File: config.mk
export PLATFORM = sky130hd
export DESIGN_NAME = register_tx_sequencer
export DESIGN_NICKNAME = d
export VERILOG_FILES = /design/src/rtl/register_tx_sequencer.sv
export SDC_FILE = /design/constraint.sdc
export NUM_CORES = 1
export LEC_CHECK = 0
export BUFFER_PORTS_ARGS = -buffer_cell sky130_fd_sc_hd__buf_2
export CORE_MARGIN = 1
export CORE_UTILIZATION = 42
export DETAILED_ROUTE_END_ITERATION = 7
export PLACE_DENSITY_LB_ADDON = 0.12
export RECOVER_POWER = 100
export SYNTH_ARGS = -nofsm -noshare
export SYNTH_HDL_FRONTEND = slang
export SYNTH_SLANG_ARGS = --single-unit
File: constraint.sdc
create_clock -name clk -period 1.61 [get_ports clk]
set_input_delay 0.161 -clock clk [delete_from_list [all_inputs] [get_ports clk]]
set_output_delay 0.161 -clock clk [all_outputs]
set_load 0.05 [all_outputs]
File: src/rtl/register_tx_sequencer.sv
// register_tx_sequencer: front end for the universal 8-bit register.
// It accepts one word over a valid/ready handshake, parallel-loads it into
// the register, then shifts it out one bit every BIT_CYCLES clocks. Each bit
// is taken from the register's output end, and the register is cleared when
// the word has been sent.
//
// Handshake: a word transfers on a rising clk edge where in_valid=1 and
// in_ready=1. in_ready is high only in IDLE, and it depends on state alone.
// When in_ready=0, in_valid is ignored and the source must hold its word.
module register_tx_sequencer #(
  parameter int WIDTH      = 8,
  parameter int BIT_CYCLES = 1
) (
  input  logic             clk,
  input  logic             sync_nreset,
  input  logic             in_valid,
  output logic             in_ready,
  input  logic [WIDTH-1:0] in_data,
  input  logic             in_msb_first,
  output logic [2:0]       reg_ctrl,
  output logic [WIDTH-1:0] reg_parallel_data,
  output logic             reg_serial_data,
  input  logic [WIDTH-1:0] reg_data_output,
  output logic             serial_out,
  output logic             serial_valid,
  output logic             done,
  output logic [1:0]       dbg_state
);

  localparam int BIT_W  = (WIDTH > 1) ? $clog2(WIDTH) : 1;
  localparam int HOLD_W = (BIT_CYCLES > 1) ? $clog2(BIT_CYCLES) : 1;
  localparam logic [BIT_W-1:0]  BIT_LAST  = BIT_W'(WIDTH - 1);
  localparam logic [HOLD_W-1:0] HOLD_LAST = HOLD_W'(BIT_CYCLES - 1);

  // Register opcodes
  localparam logic [2:0] OP_NONE  = 3'd0;
  localparam logic [2:0] OP_CLR   = 3'd1;
  localparam logic [2:0] OP_PLOAD = 3'd2;
  localparam logic [2:0] OP_SLL   = 3'd5;
  localparam logic [2:0] OP_SRL   = 3'd6;

  // FSM states
  localparam logic [1:0] S_IDLE  = 2'd0;
  localparam logic [1:0] S_LOAD  = 2'd1;
  localparam logic [1:0] S_SHIFT = 2'd2;
  localparam logic [1:0] S_CLEAR = 2'd3;

  logic [1:0]        state_q, state_d;
  logic [BIT_W-1:0]  bit_cnt_q, bit_cnt_d;
  logic [HOLD_W-1:0] hold_cnt_q, hold_cnt_d;
  logic [WIDTH-1:0]  word_q, word_d;
  logic              msb_q, msb_d;

  // Next state: capture the word in IDLE, then step through the bit and hold counters in SHIFT
  always_comb begin
    state_d    = state_q;
    bit_cnt_d  = bit_cnt_q;
    hold_cnt_d = hold_cnt_q;
    word_d     = word_q;
    msb_d      = msb_q;
    case (state_q)
      S_IDLE: begin
        if (in_valid) begin
          word_d  = in_data;
          msb_d   = in_msb_first;
          state_d = S_LOAD;
        end
      end
      S_LOAD: begin
        bit_cnt_d  = '0;
        hold_cnt_d = '0;
        state_d    = S_SHIFT;
      end
      S_SHIFT: begin
        if (hold_cnt_q == HOLD_LAST) begin
          hold_cnt_d = '0;
          if (bit_cnt_q == BIT_LAST) begin
            // The counter stops at its terminal value; LOAD re-zeroes it.
            state_d = S_CLEAR;
          end else begin
            bit_cnt_d = bit_cnt_q + 1'b1;
          end
        end else begin
          hold_cnt_d = hold_cnt_q + 1'b1;
        end
      end
      S_CLEAR: state_d = S_IDLE;
      default: state_d = S_IDLE;
    endcase
  end

  // State registers with synchronous active-low reset
  always_ff @(posedge clk) begin
    if (!sync_nreset) begin
      state_q    <= S_IDLE;
      bit_cnt_q  <= '0;
      hold_cnt_q <= '0;
      word_q     <= '0;
      msb_q      <= 1'b1;
    end else begin
      state_q    <= state_d;
      bit_cnt_q  <= bit_cnt_d;
      hold_cnt_q <= hold_cnt_d;
      word_q     <= word_d;
      msb_q      <= msb_d;
    end
  end

  // Moore output decode from state and counters (never from in_valid)
  always_comb begin
    in_ready     = 1'b0;
    reg_ctrl     = OP_NONE;
    serial_valid = 1'b0;
    serial_out   = 1'b0;
    done         = 1'b0;
    case (state_q)
      S_IDLE:  in_ready = 1'b1;
      S_LOAD:  reg_ctrl = OP_PLOAD;
      S_SHIFT: begin
        serial_valid = 1'b1;
        serial_out   = msb_q ? reg_data_output[WIDTH-1] : reg_data_output[0];
        if (hold_cnt_q == HOLD_LAST) reg_ctrl = msb_q ? OP_SLL : OP_SRL;
      end
      S_CLEAR: begin
        reg_ctrl = OP_CLR;
        done     = 1'b1;
      end
      default: in_ready = 1'b0;
    endcase
  end

  // The captured word stays on the parallel bus; only reg_ctrl qualifies it.
  assign reg_parallel_data = word_q;
  assign reg_serial_data   = 1'b0;
  assign dbg_state         = state_q;

endmodule

# Word-level counts from Yosys, hierarchy flattened

Cells that the tools add are included.

Bits in latches: 0
Input bits: 20
Memories kept: 0
Register bits after elaboration: 15
Memory bits (read-only): 0
Word-level logic and storage cells: 37
Output and inout bits: 18
Memory bits (writable): 0

$mul: 0
Equality and inequality tests: 8
Add/subtract/negate cells: 2
Magnitude comparators: 0
Shift operators: 0
Divide/modulo/power cells: 0
Bitwise logic cells: 0
Muxes and demuxes: 17
Reductions and logical operators: 5

Operators with widths:

| kind                  | number |
|---|---|
| $mux W3               | 3 |
| $pmux W3 S3           | 1 |
| $mux W2               | 4 |
| $ne A2 B2 Y1 const B  | 4 |
| $pmux W2 S4           | 1 |
| $mux W1               | 6 |
| $pmux W3 S2           | 1 |
| $reduce_and A3 Y1     | 2 |
| $eq A2 B2 Y1 const B  | 2 |
| $add A3 B1 Y3 const B | 1 |
| $eq A3 B3 Y1 const B  | 1 |
| $eq A2 B1 Y1 const B  | 1 |
| $logic_not A2 Y1      | 1 |
| $pmux W1 S2           | 1 |
| $reduce_and A2 Y1     | 1 |
| $reduce_bool A2 Y1    | 1 |
| $add A1 B1 Y1 const B | 1 |

# Depth between registers and ports, before layout

Word-level depth: 4
Mapped depth: 6
Depth with buffers taken out: 5

# Least setup slack after synthesis

No wires, ideal clock.

Kind: reg-to-output
From: register state_q[1] (netlist: dbg_state[1])
To: output reg_ctrl[1]
Slack: -0.629 ns
Stages on the path, launching flop included: 4
Required time: 1.449 ns
Arrival time: 2.078 ns
Path buffers: 0
Path through: dfxtp_1 -> ha_1 -> nand3b_1 -> o21ai_0

Cells in the longest elaborated chain, start to end: 2
Elaborated cells on any way between the ends: 4
Classes of those cells: eq/ne: 3; mux: 1

Ends and longest elaborated chain:

| what                                         | RTL line | RTL |
|---|---|---|
| start: declaration                           | 48       | `logic [1:0] state_q, state_d;` |
| start signal: assignment                     | 101      | `state_q <= state_d;` |
| $eq A2 B2 Y1 or $eq A2 B1 Y1 (tied branches) | 116      | `case (state_q)` |
| $pmux W3 S3 *                                | 116      |  |
| end: declaration                             | 20       | `output logic [2:0] reg_ctrl,` |

Every way passes the cells marked *; elsewhere a longest branch is shown, timed or not.

# Worst setup path after layout

From: register state_q[0] (netlist: dbg_state[0])
To: output reg_ctrl[1]

The elaborated chain is that of the path after synthesis.

==> flow_summary.ini <==
[run_status]
status = complete, no violations

[critical_path]
required_ps = 1450
crit_path_max_fanout = 8
endpoint_kind = output port
worstPathArrival_ps = 1430
crit_buf_inv = 2
slowest_stage = dfxtp_2
critPathTopFamily = flip-flops
worstSetupPathType = reg2out
max_stage_delay_ps = 350
path_cells = inv_1 > ha_2 > nand3b_1 > o21ai_2 > buf_4
worstSetupStartpointType = flip-flop

[clock_network]
cts_hold_buf = 0
root_buffer = clkbuf_4
cts_tree = yes
clock-sinks = 14
cts.path.max_buffers = 2
htreeDepth = 1
postCtsSetupBuffers = 0
clock_latency_ps = 280
cts_made_buffers = 3
clkTransAtPathRegs_ps = 90

[timing]
worst_slew_pin_slew_ps = 593
finalSetupViolations = 0
fin_worst_skew_ps = 3.51
final-max-slew-violation-count = 0
hold_viol = 0
finalCritPeriodShare_pct = 98.9
maxSlewHeadroom_pct = 60.6
fin_crit_ps = 1590
fmax_ghz = 0.628
rsz0062_at_grt = true

[layout]
fin_util_pct = 58.7
diodes = 0
final_common_cell = nand2_1
most-common-layout-cells = nand2_1 (24), buf_2 (17), dfxtp_1 (12)
post_route_cells_drive_above_1_share_pct = 33.3
finalNetCount = 139
syn_to_final_growth_pct = 27.5

[route]
antenna_left = 0
vias = 619
drt_iter0_drc = 15
remaining_drc_errors = 0
wl_per_cell_um = 11.0
viasPerCell = 4.87
finalWirelength_um = 1400
drt_first_pass_iters = 4

[power_and_ir_drop]
switching_share_pct = 53.2
ir_drop_mv = 1.35
intPower_uw = 856
combPwrFrac_pct = 58.7
clock_power_share_pct = 13.9
leakage_nw = 0.414
power_density_mw_per_mm2 = 2020
p_sw_uw = 974
seqPwrFrac_pct = 27.3
p_total_mw = 1.83

[global_routing]
overflow = 0
grt_max_degree = 19
first_global_vias = 498
antenna_found_initial = 0
track_usage_pct = 16.2
grt_first_pass_wirelength_um = 2220

[logic_synthesis]
netlist_area_um2 = 709
netlist_instances = 82
ys_ff_latch = 14
synth.yosys.warnings = 0
ys_seq_area_share_pct = 39.5
synth_cell_types = 19
synth_fp_nets = 109
syn_avg_cell_area_um2 = 8.65

[placed_design]
dpl.hpwl_um = 1020
routabilityCongestion = 0.676
io_buffers = 30

[floorplanning]
die_w_um = 43.1
pin_count = 38
die_h_um = 43.1
dieArea_mm2 = 0.00186
placementRows = 14
coreArea_mm2 = 0.00154
start_util_pct = 46.0

[worst_hold_path]
hold_path.class = in2reg

[job]
drv_cap = 0
## layout make-up
cell class | instances | area, um2
clock buffer | 4 | 36.3
fill | 161 | 637
sequential | 14 | 283
inverter | 4 | 15.0
multi-input combinational | 59 | 403
tap | 16 | 20.0
timing repair buffer | 30 | 148
## cell families after synthesis
logic type,Yosys count,share of synthesized area (%)
AOI/OAI and AO/OA,13,13.8
adders and majority gates,7,12.3
buffers and inverters,9,7.05
DFF,14,39.5
muxes,5,7.05
other,1,0.529
and+or+nand+nor,33,19.8
## flip-flops by register name, indices dropped and copies added (netlist names)
signal             count
reg_parallel_data      8
bit_cnt_q              3
dbg_state              2
msb_q                  1
## cells in the mapped netlist, drive strengths merged
| cell | number | area [um2] |
|---|---|---|
| and2 | 1 | 6.26 |
| a21oi | 2 | 13.8 |
| conb | 1 | 3.75 |
| dfxtp | 14 | 280 |
| nor2b | 1 | 6.26 |
| o221a | 1 | 11.3 |
| mux2i | 5 | 50.1 |
| ha | 7 | 87.6 |
| o21ai | 1 | 5.00 |
| a21boi | 8 | 60.1 |
| nor2 | 2 | 7.51 |
| nand2 | 24 | 90.1 |
| nand3 | 3 | 15.0 |
| inv | 4 | 15.0 |
| buf | 5 | 35.0 |
| nand3b | 2 | 15.0 |
| a22oi | 1 | 7.51 |
## per-stage QoR
stage               area (um2)  setup TNS (ps)  hold slack, ps  instances  setup WS [ps]
floorplan                  733               0             283         82           33.3
global placement           868               0             368        123            246
detailed placement         868               0             380        123            218
CTS                        913           -10.0            84.5        127          -10.0
global route               905            -201             112        127          -59.0
finish                     905               0            88.1        127           18.5
## power by group through the flow
| stage | registers [mW] | logic (mW) | clock network, mW |
|---|---|---|---|
| after CTS | 0.500 | 1.10 | 0.262 |
| after floorplan | 0.710 | 0.699 | 0 |
| after global placement | 0.502 | 1.06 | 0 |
| after detailed placement | 0.506 | 1.08 | 0 |
| final | 0.500 | 1.07 | 0.255 |
| after global routing | 0.515 | 1.14 | 0.274 |
## what timing repair did
action / CTS / global route
gates resized for setup: 3 / 2
setup endpoints to repair: 3 / 3
gates cloned: 0 / 0
## worst reg2reg max path, stage by stage, from the launching register on
cell and delay (ps):
dfxtp_2 350, inv_1 140, ha_2 290, and2_0 440, nand2_1 100, a21boi_0 150
## per-layer routing
metal	part of all wire, %	GRT usage (%)
met1	46	21.5
met2	47	24.8
met3	5.7	2.55
met4	1.1	9.09
met5	0	0
## final timing paths
path                                     startpoint                           endpoint  slack (ps)  cells after the start
hold reg to reg   reg_parallel_data[0]$_SDFFE_PN0P_  reg_parallel_data[0]$_SDFFE_PN0P_         460                      2
setup / recovery          dbg_state[0]$_SDFFE_PN0P_                        reg_ctrl[1]          20                      5
hold / removal                         in_msb_first                 msb_q$_SDFFE_PN1P_          90                      3
setup reg to reg          dbg_state[0]$_SDFFE_PN0P_  reg_parallel_data[2]$_SDFFE_PN0P_          70                      5
Note: power is estimated with default switching activity, not from simulation.
